[config.mk]
export PLATFORM = sky130hd
export DESIGN_NAME = ram_fifo
export DESIGN_NICKNAME = d
export VERILOG_FILES = /design/src/rtl/ram_fifo.sv
export SDC_FILE = /design/constraint.sdc
export NUM_CORES = 1
export LEC_CHECK = 0
export CORE_ASPECT_RATIO = 1.2
export CORE_MARGIN = 2
export CORE_UTILIZATION = 54
export DETAILED_ROUTE_END_ITERATION = 16
export PLACE_DENSITY = 0.76
export SETUP_SLACK_MARGIN = 0.5
export SKIP_LAST_GASP = 1
export SLEW_MARGIN = 20
export SYNTH_ARGS = -nofsm -noshare
export SYNTH_HDL_FRONTEND = slang
export SYNTH_SLANG_ARGS = --single-unit
[constraint.sdc]
create_clock -name clk -period 2.7 [get_ports clk]
set_input_delay 0.54 -clock clk [delete_from_list [all_inputs] [get_ports clk]]
set_output_delay 0.54 -clock clk [all_outputs]
set_load 0.02 [all_outputs]
[src/rtl/ram_fifo.sv]
// ---------------------------------------------------------------------------
// ram_fifo
//
// Synchronous first-word-fall-through FIFO built on a register-array RAM.
// Producer and consumer share one clock. Internal write and read pointers
// address the array. Occupancy is kept in its own register, so full and
// empty are never ambiguous.
//
// Ports:
//   clk          - single clock, all state changes on the rising edge
//   rst_n        - asynchronous active-low reset (clears storage as well)
//   clear        - synchronous flush of pointers, count and pulses
//   push         - enqueue request, push_data is the word to store
//   pop          - dequeue request
//   pop_data     - head-of-queue word, meaningful only while empty=0
//   count        - current occupancy, 0..D
//   full/empty   - count == D / count == 0
//   almost_full  - count >= AFULL_TH
//   almost_empty - count <= AEMPTY_TH
//   overflow     - one-cycle pulse following a rejected push
//   underflow    - one-cycle pulse following a rejected pop
// ---------------------------------------------------------------------------
module ram_fifo #(
   parameter int DATA_WIDTH = 6,
   parameter int ADDR_WIDTH = 4,
   parameter int AFULL_TH   = 14,
   parameter int AEMPTY_TH  = 2
) (
   input  logic                  clk,
   input  logic                  rst_n,
   input  logic                  clear,
   input  logic                  push,
   input  logic [DATA_WIDTH-1:0] push_data,
   input  logic                  pop,
   output logic [DATA_WIDTH-1:0] pop_data,
   output logic [ADDR_WIDTH:0]   count,
   output logic                  full,
   output logic                  empty,
   output logic                  almost_full,
   output logic                  almost_empty,
   output logic                  overflow,
   output logic                  underflow
);

   localparam int                Depth       = 2 ** ADDR_WIDTH;
   localparam logic [ADDR_WIDTH:0] DepthCount  = Depth[ADDR_WIDTH:0];
   localparam logic [ADDR_WIDTH:0] AfullLevel  = AFULL_TH[ADDR_WIDTH:0];
   localparam logic [ADDR_WIDTH:0] AemptyLevel = AEMPTY_TH[ADDR_WIDTH:0];

   logic [DATA_WIDTH-1:0] mem_q [Depth];

   logic [ADDR_WIDTH-1:0] wrPtr_q, wrPtr_d;
   logic [ADDR_WIDTH-1:0] rdPtr_q, rdPtr_d;
   logic [ADDR_WIDTH:0]   count_q, count_d;
   logic                  overflow_q, overflow_d;
   logic                  underflow_q, underflow_d;

   logic                  pushAcc;
   logic                  popAcc;
   logic                  fullNow;
   logic                  emptyNow;

   // Status flags are pure decodes of the count register, so they only move
   // after a clock edge and cannot glitch on request inputs.
   always_comb begin
      fullNow      = (count_q == DepthCount);
      emptyNow     = (count_q == '0);
      full         = fullNow;
      empty        = emptyNow;
      almost_full  = (count_q >= AfullLevel);
      almost_empty = (count_q <= AemptyLevel);
      count        = count_q;
      overflow     = overflow_q;
      underflow    = underflow_q;
   end

   // Head of queue falls straight through from the registered read pointer.
   assign pop_data = mem_q[rdPtr_q];

   // Request acceptance. A pop frees a slot in the same cycle, so a full queue
   // still takes a push when it is paired with a pop. An empty queue never
   // pairs that way: the pop has nothing to return. clear overrides both.
   always_comb begin
      popAcc  = pop & ~clear & ~emptyNow;
      pushAcc = push & ~clear & (~fullNow | popAcc);
   end

   // Next-state for pointers, occupancy and the rejection pulses. A flush
   // drops everything back to the start position but leaves storage alone;
   // the old words become unreachable once the pointers reset.
   always_comb begin
      wrPtr_d     = wrPtr_q;
      rdPtr_d     = rdPtr_q;
      count_d     = count_q;
      overflow_d  = 1'b0;
      underflow_d = 1'b0;

      if (clear) begin
         wrPtr_d = '0;
         rdPtr_d = '0;
         count_d = '0;
      end else begin
         if (pushAcc) begin
            wrPtr_d = wrPtr_q + ADDR_WIDTH'(1);
         end
         if (popAcc) begin
            rdPtr_d = rdPtr_q + ADDR_WIDTH'(1);
         end
         case ({pushAcc, popAcc})
            2'b10:   count_d = count_q + (ADDR_WIDTH + 1)'(1);
            2'b01:   count_d = count_q - (ADDR_WIDTH + 1)'(1);
            default: count_d = count_q;
         endcase
         overflow_d  = push & ~pushAcc;
         underflow_d = pop & ~popAcc;
      end
   end

   // Control state register. Pointers wrap naturally because they are
   // exactly ADDR_WIDTH bits wide.
   always_ff @(posedge clk or negedge rst_n) begin
      if (!rst_n) begin
         wrPtr_q     <= '0;
         rdPtr_q     <= '0;
         count_q     <= '0;
         overflow_q  <= 1'b0;
         underflow_q <= 1'b0;
      end else begin
         wrPtr_q     <= wrPtr_d;
         rdPtr_q     <= rdPtr_d;
         count_q     <= count_d;
         overflow_q  <= overflow_d;
         underflow_q <= underflow_d;
      end
   end

   // Storage array. Reset zeroes every word so pop_data reads zero straight
   // out of reset; a flush deliberately does not touch it.
   always_ff @(posedge clk or negedge rst_n) begin
      if (!rst_n) begin
         for (int i = 0; i < Depth; i++) begin
            mem_q[i] <= '0;
         end
      end else if (pushAcc) begin
         mem_q[wrPtr_q] <= push_data;
      end
   end

endmodule
### After elaboration in Yosys (flattened, before gate mapping)

Index checks and enable logic that the tools add are counted.

* add/sub/neg operators: 4
* order comparisons: 5
* equality and inequality tests: 3
* multiplexer cells: 14
* bitwise logic cells: 14
* reductions and logical operators: 5

Operators by type and width (count)
* 96-bit bitwise mux: 1
* 6-bit binary-select mux with 4-bit select: 1
* 6-bit demux with 4-bit select: 1
* 6-bit 2-to-1 mux: 3
* 4-bit 2-to-1 mux: 4
* 5-bit greater-or-equal comparator, second input constant: 2
* 4-bit NOT with 5-bit output: 2
* 5-bit one-hot mux with 2 select lines: 1
* 4-bit by 1-bit adder with 4-bit output, second input constant: 2
* 1-bit bitwise AND: 6
* 5-bit by 1-bit adder with 5-bit output, second input constant: 1
* 5-bit == test, second input constant: 1
* 5-bit by 4-bit greater-or-equal comparator with 1-bit output, second input constant: 1
* 5-bit by 2-bit less-or-equal comparator with 1-bit output, second input constant: 1
* 5-bit zero test: 1
* 5-bit by 1-bit less-than comparator with 1-bit output, second input constant: 1
* 5-bit 2-to-1 mux: 1
* 1-bit NOT: 5
* 5-bit by 1-bit subtractor with 5-bit output, second input constant: 1
* 2-bit nonzero test: 2
* 3-bit nonzero test: 1
* 2-bit by 1-bit == test with 1-bit output, second input constant: 1
* 2-bit == test, second input constant: 1
* 1-bit 2-to-1 mux: 2
* 2 further kinds: 2

* flip-flop bits (word level): 111
* output and inout port bits: 17
* word-level logic and storage cells: 66

### Logic depth before layout (Yosys ltp)

Gate-level depths: netlist of run 1.

* depth in word-level cells: 8
* gate-level depth with buffers: 10
* depth with buffers taken out: 9

### Worst setup path after synthesis of run 1

Ideal clock, no wire load.

* path kind: register -> register
* start point: register count_q[1], in the netlist count[1]
* end point: register count_q[4], in the netlist count[4]
* library setup time: 0.131 ns
* data arrival time: 2.645 ns
* required time: 2.569 ns
* setup slack: -0.076 ns
* stages on the path, launching flop included: 11
* buffers on the path: 1
* clock period less this slack: 2.776 ns
* path through: dfrtp_1 clkbuf_1 nor4_2 a211oi_2 xor2_1 ha_1 nor2_1 nor2b_1 a221o_1 and3_1 or3_1

* word-level cells in the longest chain between the ends: 8
* elaborated cells on any way between the ends: 14
* classes of those cells: 2 x add/sub; 3 x eq/ne; 2 x mux; 5 x bitwise; 2 x reduce/logical

Ends and longest elaborated chain
* start, declared: RTL line 54 `logic [ADDR_WIDTH:0] count_q, count_d;`
* start signal, assigned: RTL line 131 `count_q <= count_d;`
* 5-bit zero test: RTL line 67 `emptyNow = (count_q == '0);`
* 1-bit NOT: RTL line 84 `popAcc = pop & ~clear & ~emptyNow;`
* 1-bit bitwise AND: RTL line 84
* 1-bit OR: RTL line 85 `pushAcc = push & ~clear & (~fullNow | popAcc);`
* 1-bit bitwise AND: RTL line 85
* 2-bit by 1-bit == test with 1-bit output / 2-bit == test (equally long branches): RTL line 109 `case ({pushAcc, popAcc})`
* 5-bit one-hot mux with 2 select lines: RTL line 109
* 5-bit 2-to-1 mux: RTL line 98 `if (clear) begin`

Several ways; a longest one is shown, not always the timed one.
A chain may end at the register's enable or synchronous reset.

### Final worst setup path of run 1

* start point: register rdPtr_q[2]
* end point: output pop_data[5]

* word-level cells in the longest chain between the ends: 4

Ends and longest elaborated chain
* start, declared: RTL line 53 `logic [ADDR_WIDTH-1:0] rdPtr_q, rdPtr_d;`
* start signal, assigned: RTL line 130 `rdPtr_q <= rdPtr_d;`
* 4-bit NOT with 5-bit output (not written as such): RTL line 78 `assign pop_data = mem_q[rdPtr_q];`
* 6-bit binary-select mux with 4-bit select: RTL line 78
* 6-bit 2-to-1 mux (not written as such) (2 in a row): RTL line 78
* end, declared: RTL line 35 `output logic [DATA_WIDTH-1:0] pop_data,`

No other way between the ends. The select of a mux whose other input is x is not followed.

==> results of run 1 <==
==> layout by cell type (no fill, tap or decap), drive strengths merged, types with 6 or more instances in the layout <==
cell / Yosys / layout
dfrtp: 111 / 111
mux2: 102 / 102
buf: 6 / 61
mux2i: 21 / 21
nand2: 19 / 19
o21ai: 17 / 17
nor2: 15 / 15
nand3: 15 / 15
clkdlybuf4s50: 0 / 14
a21oi: 13 / 13
mux4: 12 / 12
clkbuf: 21 / 11
ha: 7 / 7
a22oi: 6 / 6
a221oi: 6 / 6
==> critical path, stage by stage, from the launching register on <==
cell	delay, ns
dfrtp_2	0.46
nor2b_1	0.16
buf_4	0.19
a221oi_1	0.52
o21ai_1	0.16
nand2_1	0.11
buf_4	0.15
==> worst max path at each step <==
stage | startpoint | endpoint | depth (start not counted)
2_1_floorplan | clear | count[4] | 10
3_3_place_gp | pop | count[4] | 9
3_5_place_dp | pop | count[4] | 9
4_1_cts | rdPtr_q[0] | pop_data[3] | 8
5_1_grt | rdPtr_q[2] | pop_data[5] | 6
6_report | rdPtr_q[2] | pop_data[5] | 6
==> registers in the layout, indices dropped and copies added, names as in the netlist <==
register and cells:
mem_q 96, count 5, rdPtr_q 4, wrPtr_q 4
overflow 1, underflow 1
==> cell families (layout without fill, tap and decap cells) <==
group                    count (synthesis)  after routing
AND/OR/NAND/NOR                         73             73
multiplexers                           135            135
AO/OA/AOI/OAI                           54             54
flip-flops                             111            111
XOR/XNOR                                 8              8
adder cells (fa/ha/maj)                  7              7
buffers and inverters                   30             97
==> layer usage <==
layer  GRT usage, %  share of wire [%]  vias to the layer above
met5              0                  0                        -
met4           11.5                2.5                        0
met3           4.78                3.6                       27
met2           44.9                 54                      102
met1           31.7                 39                     1985
li1               -                  -                     1659
==> what timing repair did <==
action,in CTS,in global routing
resized for setup,112,103
buffers inserted,15,3
pin swaps,17,4
gates cloned,1,0
setup endpoints to repair,107,110
==> area by class of cell <==
class                      count  area [um^2]  share of cell area, %
tap                          126          158                   2.17
clock buffer                  11          243                   3.34
clock inverter                 5         33.8                  0.465
timing repair buffer          78          769                   10.6
sequential                   111         2780                   38.3
multi-input combinational    277         3270                   45.0
inverter                       3         11.3                  0.155
==> stage by stage <==
stage / hold slack (ns) / setup TNS [ns] / cell area [um^2] / worst slack (ns) / power, mW
5_1_grt: 0.177 / 0 / 7270 / 0.00482 / 5.65
3_5_place_dp: 0.490 / -0.135 / 6160 / -0.135 / 3.65
2_1_floorplan: 0.244 / 0 / 5610 / 0.148 / 3.05
6_report: 0.146 / 0 / 7270 / 0.0600 / 5.42
3_3_place_gp: 0.471 / -0.0289 / 6160 / -0.0289 / 3.60
4_1_cts: 0.162 / 0 / 6860 / 0.149 / 5.18
==> power breakdown <==
part           switching (mW)  internal, mW  leakage, nW
combinational            1.00          1.17         1.83
clock                   0.597         0.650        0.132
sequential              0.146          1.85         1.50
total                    1.75          3.67         3.46
==> flow_metrics.tcl, run 1 <==
set metrics [dict create \
    synth_top_area_share_pct 50.1 \
    grt_setup_unrepaired "yes" \
    vias_per_cell 6.18 \
    hold_viol_final 0 \
    fill_cells 633 \
    cts_tree "yes" \
    timing.fmax_mhz 379 \
    top_level_ports 28 \
    std_cell_rows 40 \
    synth_most_common_cell "dfrtp_1" \
    drc 0 \
    fin_nets 498 \
    gp_congestion 0.845 \
    cp-start-kind "flip-flop" \
    period_needed_ns 2.64 \
    insertedDiodeCount 0 \
    track_usage_pct 26.0 \
    synth_edf_count 0 \
    final_cells 611 \
    placeableCoreArea_um2 10000 \
    num_vias 3773 \
    overflow 0 \
    path_clk_slew_ns 0.07 \
    numPlacedInstances 576 \
    clock_tree.root_cell "clkbuf_16" \
    p_leak_nw 3.46 \
    die_y_um 115 \
    synth_flop_cell "dfrtp_1" \
    clock_skew_ns 0.00547 \
    synth_simple_gate_area_share_pct 8.11 \
    r2r_setup_slack_ns 0.34 \
    powerDensity_nw_per_um2 745 \
    cp.required_ns 2.16 \
    ir_drop_mv 0.541 \
    yosysSeqAreaShare_pct 50.1 \
    cp.arrival_ns 2.10 \
    r2r_end "count[4]" \
    io_buffers 27 \
    drv_slew 0 \
    setup_violations 0 \
    ys_warn_count 0 \
    initial_core_util_pct 55.3 \
    netlist_instances 418 \
    synthXorXnorAreaFrac_pct 1.26 \
    grt_pass1_vias 4117 \
    postCtsHoldBufs 0 \
    die-area_um2 11100 \
    wirelength_mm 14.3 \
    avgRoutedWirePerCell_um 23.4 \
    cts_max_path_buffers 2 \
    cts_buffers 9 \
    synth_compound_area_share_pct 6.53 \
    post-route-util_pct 72.7 \
    async_flop_share_pct 100 \
    critPathMaxFanout 7 \
    grt_pass1_wl_mm 21.4 \
    maxCapViolCount 0 \
    die_w_um 96.5 \
    syn_nets 436 \
    drtPass1Iterations 5 \
    netlist_area_um2 5540 \
    slew_headroom_pct 32.4 \
    critPathKind "flip-flop to output pin" \
    synth_common_cells "111 x dfrtp_1, 95 x mux2_2, 21 x clkbuf_1, 21 x mux2i_1, 16 x nand2_1" \
    synth_area_leaders "dfrtp_1 50%, mux2_2 19%, mux4_2 4.9%" \
    synth_top_area_cell "dfrtp_1" \
    hold_class "input pin to async pin" \
    dr.first_iter.drc_count 258 \
    r2r_start "count[1]" \
    cts_sinks 111 \
    antenna_found_initial 0 \
    status "finished, final reports clean" \
    area_delta_synth_final_pct 31.3 \
    ys_ff_latch 111 \
    drive_above_1_share_pct 51.5 \
    ff2ff_path_depth 10 \
    detail-route-antenna-nets 0 \
    dpl.hpwl_mm 8.67 \
    muxShareOfSynthArea_pct 29.8 \
    h-tree-depth 3 \
    synthAdderAreaFrac_pct 1.58 \
    worst_pin_slew_ns 1.01 \
    synth_area_per_cell_um2 13.3 \
    synth_top_family_by_area "multiplexers" \
    grt_start_max_net_pins 59 \
    yosysUniqueCellTypes 47 \
    insertion_delay_ns 0.35 \
    end_kind "output pin" \
    period_share_pct 97.8 \
]
(Power assumes the default switching activity.)
==> run 2: changes to the inputs <==
SKIP_LAST_GASP = not set   (was 1)
SLEW_MARGIN = 5   (was 20)
==> results of run 2 <==
No change in the layout: final DEF, timing and power equal those of run 1.
